File: config.mk
export PLATFORM = sky130hd
export DESIGN_NAME = fetch_seq
export DESIGN_NICKNAME = d
export VERILOG_FILES = /design/src/rtl/fetch_seq_pkg.sv /design/src/rtl/fetch_seq.sv
export SDC_FILE = /design/constraint.sdc
export NUM_CORES = 1
export LEC_CHECK = 0
export ABC_CLOCK_PERIOD_IN_PS = 2350
export BUFFER_PORTS_ARGS = -buffer_cell sky130_fd_sc_hd__buf_2
export CAP_MARGIN = 20
export CORE_ASPECT_RATIO = 0.75
export CORE_MARGIN = 1
export CORE_UTILIZATION = 48
export CTS_BUF_LIST = sky130_fd_sc_hd__clkbuf_4 sky130_fd_sc_hd__clkbuf_8 sky130_fd_sc_hd__clkbuf_16
export CTS_CLUSTER_SIZE = 25
export DETAILED_ROUTE_END_ITERATION = 16
export GPL_TIMING_DRIVEN = 0
export PLACE_DENSITY = 0.81
export SLEW_MARGIN = 10
export SYNTH_ARGS = -nofsm -noshare
export SYNTH_HDL_FRONTEND = slang
export SYNTH_SLANG_ARGS = --single-unit
File: constraint.sdc
create_clock -name CLK -period 2.35 [get_ports CLK]
set_input_delay 0.3525 -clock CLK [delete_from_list [all_inputs] [get_ports CLK]]
set_output_delay 0.3525 -clock CLK [all_outputs]
set_load 0.01 [all_outputs]
File: src/rtl/fetch_seq_pkg.sv
// Shared types and reset constants for the instruction-fetch sequencer.
// Imported by fetch_seq; no logic lives here.
package fetch_seq_pkg;

    // Sequencer states; the encoding is fixed so existing debug taps keep decoding it.
    typedef enum logic [1:0] {
        FETCH  = 2'd0,
        HOLD   = 2'd1,
        FLUSH  = 2'd2,
        HALTED = 2'd3
    } state_t;

    localparam state_t      RST_STATE = FETCH;
    localparam int unsigned RST_INSTR = 0;
    localparam int unsigned RST_REDIR = 0;

endpackage

File: src/rtl/fetch_seq.sv
// Instruction-fetch sequencer: steers the PC register, runs the REQ/ACK memory
// handshake and presents one held instruction at a time to decode.
module fetch_seq
    import fetch_seq_pkg::*;
#(
    parameter int WIDTH = 6,
    parameter int IW    = 8
) (
    input  logic             CLK,
    input  logic             RSTN,
    input  logic [WIDTH-1:0] PC_IN,
    output logic             PC_EN,
    output logic             PC_INC,
    output logic [WIDTH-1:0] PC_TARGET,
    output logic             MEM_REQ,
    output logic [WIDTH-1:0] MEM_ADDR,
    input  logic             MEM_ACK,
    input  logic [IW-1:0]    MEM_DATA,
    output logic [IW-1:0]    INSTR,
    output logic             INSTR_VALID,
    input  logic             INSTR_READY,
    input  logic             BR_VALID,
    input  logic [WIDTH-1:0] BR_TARGET,
    input  logic             HALT
);

    state_t           state;
    state_t           state_nxt;
    logic [IW-1:0]    instr_q;
    logic [WIDTH-1:0] redir_q;
    logic             capture;
    logic             redir_ld;
    logic             pc_en;
    logic             pc_inc;
    logic [WIDTH-1:0] pc_target;
    logic             after_txn_state_is_halted;

    // Once a transaction retires, HALT decides whether another one starts.
    assign after_txn_state_is_halted = HALT;

    always_comb begin
        state_nxt = state;
        capture   = 1'b0;
        redir_ld  = 1'b0;
        pc_en     = 1'b0;
        pc_inc    = 1'b0;
        pc_target = '0;
        case (state)
            FETCH: begin
                if (MEM_ACK) begin
                    if (BR_VALID) begin
                        // Redirect lands with the data: drop it and load the PC now.
                        pc_en     = 1'b1;
                        pc_target = BR_TARGET;
                        state_nxt = after_txn_state_is_halted ? HALTED : FETCH;
                    end else begin
                        capture   = 1'b1;
                        state_nxt = HOLD;
                    end
                end else if (BR_VALID) begin
                    redir_ld  = 1'b1;
                    state_nxt = FLUSH;
                end
            end
            HOLD: begin
                if (BR_VALID) begin
                    pc_en     = 1'b1;
                    pc_target = BR_TARGET;
                    state_nxt = after_txn_state_is_halted ? HALTED : FETCH;
                end else if (INSTR_READY) begin
                    pc_en     = 1'b1;
                    pc_inc    = 1'b1;
                    state_nxt = after_txn_state_is_halted ? HALTED : FETCH;
                end
            end
            FLUSH: begin
                // The outstanding request must still complete; its data is discarded.
                // A redirect arriving on the ACK cycle itself is not taken.
                if (MEM_ACK) begin
                    pc_en     = 1'b1;
                    pc_target = redir_q;
                    state_nxt = after_txn_state_is_halted ? HALTED : FETCH;
                end else if (BR_VALID) begin
                    redir_ld = 1'b1;
                end
            end
            HALTED: begin
                if (BR_VALID) begin
                    pc_en     = 1'b1;
                    pc_target = BR_TARGET;
                end
                if (!HALT) begin
                    state_nxt = FETCH;
                end
            end
            default: state_nxt = RST_STATE;
        endcase
    end

    always_ff @(posedge CLK or negedge RSTN) begin
        if (!RSTN) begin
            state   <= RST_STATE;
            instr_q <= IW'(RST_INSTR);
            redir_q <= WIDTH'(RST_REDIR);
        end else begin
            state <= state_nxt;
            if (capture) begin
                instr_q <= MEM_DATA;
            end
            if (redir_ld) begin
                redir_q <= BR_TARGET;
            end
        end
    end

    // Reset state is FETCH, so the strobes are gated to stay quiet during reset.
    assign MEM_REQ     = RSTN && ((state == FETCH) || (state == FLUSH));
    assign MEM_ADDR    = PC_IN;
    assign INSTR       = instr_q;
    assign INSTR_VALID = (state == HOLD);
    assign PC_EN       = RSTN && pc_en;
    assign PC_INC      = RSTN && pc_inc;
    assign PC_TARGET   = RSTN ? pc_target : '0;

endmodule

Yosys cells after proc, flatten, opt, wreduce, memory -nomap -nowiden
Index checks and enable logic that the tools add are counted.
{"block": "classes", "eq_ne": 7, "n_mux": 27, "n_reduce_logical": 8}
{"op": "two-way mux 6 bit", "count": 4}
{"op": "one-hot mux 6 bit (3 select lines)", "count": 1}
{"op": "two-way mux 2 bit", "count": 8}
{"op": "two-way mux 1 bit", "count": 12}
{"op": "one-hot mux 2 bit (4 select lines)", "count": 1}
{"op": "equality test 2 bit, second input constant", "count": 2}
{"op": "!= test 2 bit, second input constant", "count": 2}
{"op": "one-hot mux 1 bit (4 select lines)", "count": 1}
{"op": "AND reduction 4 bit", "count": 1}
{"op": "OR reduction 2 bit", "count": 2}
{"op": "logical AND 1 bit", "count": 3}
{"op": "!= test 3 x 1 -> 1 bit, second input constant", "count": 1}
{"op": "!= test 3 bit, second input constant", "count": 1}
{"op": "equality test 2 x 1 -> 1 bit, second input constant", "count": 1}
{"op": "logical NOT 2 bit", "count": 1}
{"op": "logical OR 1 bit", "count": 1}
{"block": "totals", "reg_bits": 16, "inputBits": 26, "output_inout_bits": 24, "wordCells": 45}

Logic depth before layout (Yosys ltp)
Gate-level depths: netlist of the first run.
{"block": "depth", "word_depth": 4, "depth_mapped": 7, "mapped_depth_nobuf": 6}

Least setup slack after synthesis of the first run
OpenSTA, ideal clock, no wires.
{"block": "synth_timing", "path_kind": "reg2out", "start": "reg state[0]", "end": "out PC_TARGET[0]", "arrival_ns": 1.375, "required_ns": 1.997, "path_slack_ns": 0.622, "stages_incl_launch_ff": 7, "path_buffers": 1, "cell_sequence": "dfrtp_1 > inv_1 > ha_1 > buf_2 > nor2_1 > a22oi_1 > nor2_1"}
{"block": "synth_via", "elab_chain_cells": 4, "elab_cells_between_ends": 7, "classes_between": "eq/ne: 3; mux: 2; reduce/logical: 2"}
{"item": "from (decl)", "line_no": "fetch_seq.sv:27", "source": "state_t state;"}
{"item": "from (signal assigned)", "line_no": "fetch_seq.sv:106", "source": "state <= state_nxt;"}
{"item": "equality test 2 x 1 -> 1 bit / equality test 2 bit (equally long branches)", "line_no": "fetch_seq.sv:48", "source": "case (state)"}
{"item": "OR reduction 2 bit (no line)"}
{"item": "one-hot mux 6 bit (3 select lines) (*)", "line_no": "fetch_seq.sv:48"}
{"item": "two-way mux 6 bit (*)", "line_no": "fetch_seq.sv:123", "source": "assign PC_TARGET = RSTN ? pc_target : '0;"}
{"item": "to (decl)", "line_no": "fetch_seq.sv:14", "source": "output logic [WIDTH-1:0] PC_TARGET,"}
Mark *: on every way between the ends. The rest lies on a longest branch, timed or not.

Worst setup path after layout of the first run
{"block": "layout_timing", "start": "reg state[0]", "end": "out PC_EN"}
{"block": "layout_via", "elab_chain_cells": 3, "elab_cells_between_ends": 6, "classes_between": "eq/ne: 3; mux: 1; reduce/logical: 2"}
{"item": "equality test 2 bit (tied with other cells)", "line_no": "fetch_seq.sv:48"}
{"item": "one-hot mux 1 bit (4 select lines) (*)", "line_no": "fetch_seq.sv:48"}
{"item": "logical AND 1 bit (*)", "line_no": "fetch_seq.sv:121", "source": "assign PC_EN = RSTN && pc_en;"}
{"item": "to (decl)", "line_no": "fetch_seq.sv:12", "source": "output logic PC_EN,"}
Marks and branches as above.

==> metrics, run 1 <==
synthesized area=975.9 um^2; routed len/inst=13.26 um; hold buffers post-CTS=0; vias in the first global route=695; Layout Utilization=68.48%; GR Util met3=7.778%; Initial Utilization=53.57%; number of synthesized register bits=16; Worst Setup SP=state[0]$_DFFE_PN0P_; Stages on worst setup path=6; antenna violations before repair=0; crit end category=output pin; worst-case reg-to-reg path depth=6; Req. time, crit path=2.00 ns; grt met1 use=24.44%; Syn-to-layout area delta=27.82%; GRT Max-Usage Layer=met2; Post-Synth XOR/XNOR Area=0%; Final HPWL DP=1.563 mm; WL final=2.069 mm; minimum clock period=2.211 ns; critical path's largest stage delay=0.42 ns; Rel. slew slack=73.02%; Root Driver=clkbuf_4; row count=13; setup bufs post-CTS=0; CTS clk-pin slew, worst paths=0.08 ns; Antenna Cells=0; slack of the worst reg-to-reg path=0.46 ns; # DRC=0; Slew Viols, Final=0; Die X-Extent=54.07 um; Final ANT Viol Nets=0; fin crit share=94.09%; RD Place Congestion=0.8225; die outline height=41.05 um; failing checks=negative hold slack; hold crit path type=in -> async; post-synthesis mux area share=20.51%; setup tns final=0 ns; GR Overflow Total=0; share of post-route cells with drive strength above 1=55.22%; Seq/Total Area, Yosys=41.03%; Mapped Nets=122; compound-gate portion of the synthesized area=11.03%; PD cells=1136 nW/um^2; fillers=129; Die Footprint=2219 um^2; H-tree depth=1; Peak Freq=452.3 MHz; IO Pins=50; r2r endpoint=redir_q[0]$_DFFE_PN0P_; crit path cell chain=inv_1 -> ha_1 -> buf_2 -> a221oi_1 -> a21oi_1 -> buf_2; worst-case vdd ir drop=0.7282 mV; post-synthesis adder-cell area fraction=8.974%; worst path buffer plus inverter count=3; Power Total=1.417 mW; GR Util met2=35.19%; crit path max-delay cell type=dfrtp_1; RSZ-0062 raised after global routing=false; aggregate global-route resource usage=20.05%; largest net degree at the start of global routing=21; Largest delay share family, worst path=buffers and inverters; Least-Margin Pin Slew=0.4046 ns; CTS max path bufs=2; final hold viol count=16; most frequent cells in the layout=buf_2 (44), dfrtp_1 (16), mux2_2 (16); total of max-cap violations=0; crit start category=flip-flop; Final nets=169; most frequent CP cell=buf_2; CORE AREA=1822 um^2; reg2reg start=state[0]$_DFFE_PN0P_; Port Buffers=42; kind of critical path=reg -> out; 1st-iter DRT viols=14; Netlist cell types=23; clock tree sinks=16; Via Count=849; Layout Skew=0.002273 ns; Cells after Synth=89; average size of a mapped cell=10.97 um^2; setup violation total in the final timing report=0; Post-Synth Simple-Gate Area=11.67%; status=finished, violations left; YS warnings=0; clk_lat worst skew=0.28 ns; TritonCTS clock tree=built; first-pass GRT wire length=2.987 mm; commonest non-fill, non-tap cell in the layout=buf_2; Vias/cell=5.442; hold_ws=-0.007633 ns; Worst Path Max Fanout=9; end point of the critical path=PC_EN; Arr. time, crit path=1.86 ns; largest family of logic cells by synthesized area=multiplexers; cts bufs inserted=3; static leakage=0.6444 nW; DRT Pass-1 Iters=4
-- report_power, final --
group / total (mW) / leakage, nW / switching [mW] / internal (mW)
logic: 0.789 / 0.440 / 0.408 / 0.381
registers: 0.492 / 0.191 / 0.0765 / 0.415
clock network: 0.136 / 0.0138 / 0.0767 / 0.0594
-- cell families (layout without fill, tap and decap cells) --
kind of cell    count (synthesis)  count (layout)
compound gates                 16              16
fa+ha+maj                       7               7
buf+inv                        11              56
flops                          16              16
mux                            18              18
simple gates                   21              21
-- area by class of cell --
cell class	count	area [um^2]	share of cell area, %
plain buffers	8	55.05	4.413
flip-flops and latches	16	400.4	32.10
inverters	3	11.26	0.9027
clock buffers	3	22.52	1.805
repair buffers	42	210.2	16.85
well taps	22	27.53	2.207
multi-input cells	62	520.5	41.73
-- per-stage QoR --
step | instance area (um^2) | cells | hold WS (ns) | setup WS (ns)
final | 1247 | 156 | -0.007633 | 0.1390
after global routing | 1247 | 156 | 0.01128 | 0.01724
after CTS | 1239 | 156 | 0.001618 | 0.1020
after detailed placement | 1214 | 153 | 0.3063 | 0.3193
after global placement | 1214 | 153 | 0.3005 | 0.3899
after floorplan | 975.9 | 89 | 0.05691 | 0.6222
-- timing repair --
action	CTS	global route
gates resized for setup	1	2
setup endpoints to repair	2	4
hold endpoints to repair	0	0
cloned	0	0
pin swaps	0	0
-- layer usage --
layer  share of wire (%)  vias to the layer above
met1                  40                      392
met4                 1.6                        0
li1                    -                      403
met2                  50                       50
met5                   0                        -
met3                 9.0                        4
-- synthesized netlist by cell type --
library cell / instances / area (um^2)
nand2_1: 5 / 18.77
o21ai_0: 2 / 10.01
inv_1: 2 / 7.510
mux2_2: 16 / 180.2
o21bai_1: 1 / 7.510
nor2b_1: 3 / 18.77
mux2i_1: 2 / 20.02
nand2_2: 1 / 6.260
and4_1: 1 / 8.760
a22oi_1: 6 / 45.04
buf_4: 6 / 45.04
and2b_1: 1 / 7.510
nor3_4: 1 / 16.27
nor3b_1: 1 / 7.510
buf_2: 2 / 10.01
a21oi_1: 4 / 20.02
inv_2: 1 / 3.750
a32oi_1: 1 / 8.760
a221oi_1: 1 / 8.760
o21a_1: 1 / 7.510
ha_1: 7 / 87.58
dfrtp_1: 16 / 400.4
nor2_1: 8 / 30.03
-- state kept, by name (all words and copies together) (netlist names) --
signal,cells
INSTR,8
redir_q,6
state,2
-- worst min path at each step --
stage | startpoint | to | slack [ns] | cells after the start
after floorplan | RSTN | INSTR[0]$_DFFE_PN0P_ | 0.06 | 0
final | RSTN | redir_q[1]$_DFFE_PN0P_ | -0.008 | 1
after global routing | RSTN | redir_q[1]$_DFFE_PN0P_ | 0.01 | 1
after detailed placement | RSTN | redir_q[1]$_DFFE_PN0P_ | 0.31 | 1
after global placement | RSTN | redir_q[1]$_DFFE_PN0P_ | 0.30 | 1
after CTS | RSTN | redir_q[1]$_DFFE_PN0P_ | 0.002 | 1
(Power assumes the default switching activity.)
==> run 2: changes to the inputs <==
Settings changed: CORE_MARGIN 1 to 2, GPL_TIMING_DRIVEN 0 to default, SETUP_SLACK_MARGIN from default to 0.05.
==> metrics, run 2 (synthesis results as in run 1) <==
PD cells=1219 nW/um^2; Port Buffers=37; critical path's largest stage delay=0.42 ns; worst path buffer plus inverter count=2; Final HPWL DP=1.733 mm; pre-CTS setup slack=0.3950 ns; commonest non-fill, non-tap cell in the layout=buf_2; Peak Freq=467.3 MHz; final hold viol count=0; worst-case vdd ir drop=0.6304 mV; CORE AREA=1962 um^2; row count=14; GR Overflow Total=0; Vias/cell=5.399; WL final=2.166 mm; total of max-cap violations=0; H-tree depth=1; CTS clk-pin slew, worst paths=0.09 ns; Syn-to-layout area delta=22.82%; Final ANT Viol Nets=0; crit path max-delay cell type=dfrtp_1; RSZ-0062 raised after global routing=false; Rel. slew slack=76.11%; Antenna Cells=0; share of post-route cells with drive strength above 1=51.61%; Initial Utilization=49.74%; cts bufs inserted=3; TritonCTS clock tree=built; die outline height=43.05 um; crit end category=output pin; first-pass GRT wire length=3.567 mm; routed len/inst=14.64 um; setup violation total in the final timing report=0; status=finished clean; crit path cell chain=inv_1 -> ha_1 -> nand2_1 -> nor2_2 -> a22oi_1 -> nor2_1 -> buf_2; Via Count=799; Req. time, crit path=2.00 ns; Worst Path Max Fanout=6; minimum clock period=2.140 ns; fin crit share=91.05%; Cells after DPL=143; Arr. time, crit path=1.79 ns; worst setup margin=0.2103 ns; fillers=167; Largest delay share family, worst path=flip-flops; RD Place Congestion=0.8981; DRT Pass-1 Iters=4; CTS max path bufs=2; 1st-iter DRT viols=21; most frequent cells in the layout=buf_2 (37), dfrtp_1 (16), mux2_2 (16); hold crit path type=in -> reg; slack of the worst reg-to-reg path=0.53 ns; static leakage=0.6021 nW; # DRC=0; IO Pins=50; Root Driver=clkbuf_4; crit start category=flip-flop; kind of critical path=reg -> out; Slew Viols, Final=0; largest net degree at the start of global routing=13; setup tns final=0 ns; Die Footprint=2414 um^2; max reg flops=8; Non-Filler Instances=148; Layout Skew=0.002799 ns; clk_lat worst skew=0.29 ns; clock tree sinks=16; vias in the first global route=755; Die X-Extent=56.07 um; antenna violations before repair=0; Final nets=158; Least-Margin Pin Slew=0.3572 ns; aggregate global-route resource usage=19.72%
[run 2: cell count changes in the layout (fill, tap and decap cells not counted), sizes merged]
cell | before | now
dlygate4sd3 | 0 | 1
clkbuf | 3 | 4
buf | 50 | 38
[run 2: power by group]
part	total [mW]	switching [mW]	internal [mW]	leakage, nW
Sequential	0.492	0.0768	0.415	0.191
Combinational	0.789	0.411	0.378	0.390
Clock	0.180	0.0858	0.0944	0.0210
Total	1.46	0.573	0.887	0.602
[run 2: area by class of cell]
cell class | count | area (um^2) | share of cell area, %
Multi-Input combinational cell | 62 | 518.0 | 43.22
Tap cell | 24 | 30.03 | 2.505
Clock buffer | 4 | 36.28 | 3.027
Timing Repair Buffer | 39 | 202.7 | 16.91
Inverter | 3 | 11.26 | 0.9395
Sequential cell | 16 | 400.4 | 33.40
[run 2: metrics by stage]
step	hold WS [ns]	area, um^2	util [%]	power, mW
floorplan	0.05691	975.9	-	1.019
global placement	0.1983	1144	58.29	1.206
detailed placement	0.1961	1144	58.29	1.265
CTS	0.2817	1190	60.65	1.453
global route	0.2802	1199	61.10	1.575
finish	0.2923	1199	61.10	1.461
[run 2: path summary, 6_finish.rpt]
check / start / end / cells after the start
max reg2reg: state[0]$_DFFE_PN0P_ / redir_q[5]$_DFFE_PN0P_ / 5
max: state[0]$_DFFE_PN0P_ / PC_TARGET[1] / 7
max in group asynchronous: RSTN / INSTR[2]$_DFFE_PN0P_ / 3
min: MEM_DATA[4] / INSTR[4]$_DFFE_PN0P_ / 2
min in group asynchronous: RSTN / INSTR[3]$_DFFE_PN0P_ / 2
min reg2reg: INSTR[0]$_DFFE_PN0P_ / INSTR[0]$_DFFE_PN0P_ / 1
[run 2: layer usage]
layer	wire [um]	GRT usage [%]
met5	0	0
met4	50	8.095
met3	200	5.793
met2	1048	32.00
met1	868	24.81
[run 2: repair_timing]
action                     in CTS  in global routing
gates resized for setup         0                  3
hold endpoints to repair        5                  0
hold buffers                    1                  0
setup endpoints to repair       0                  6
buffers inserted                0                  0
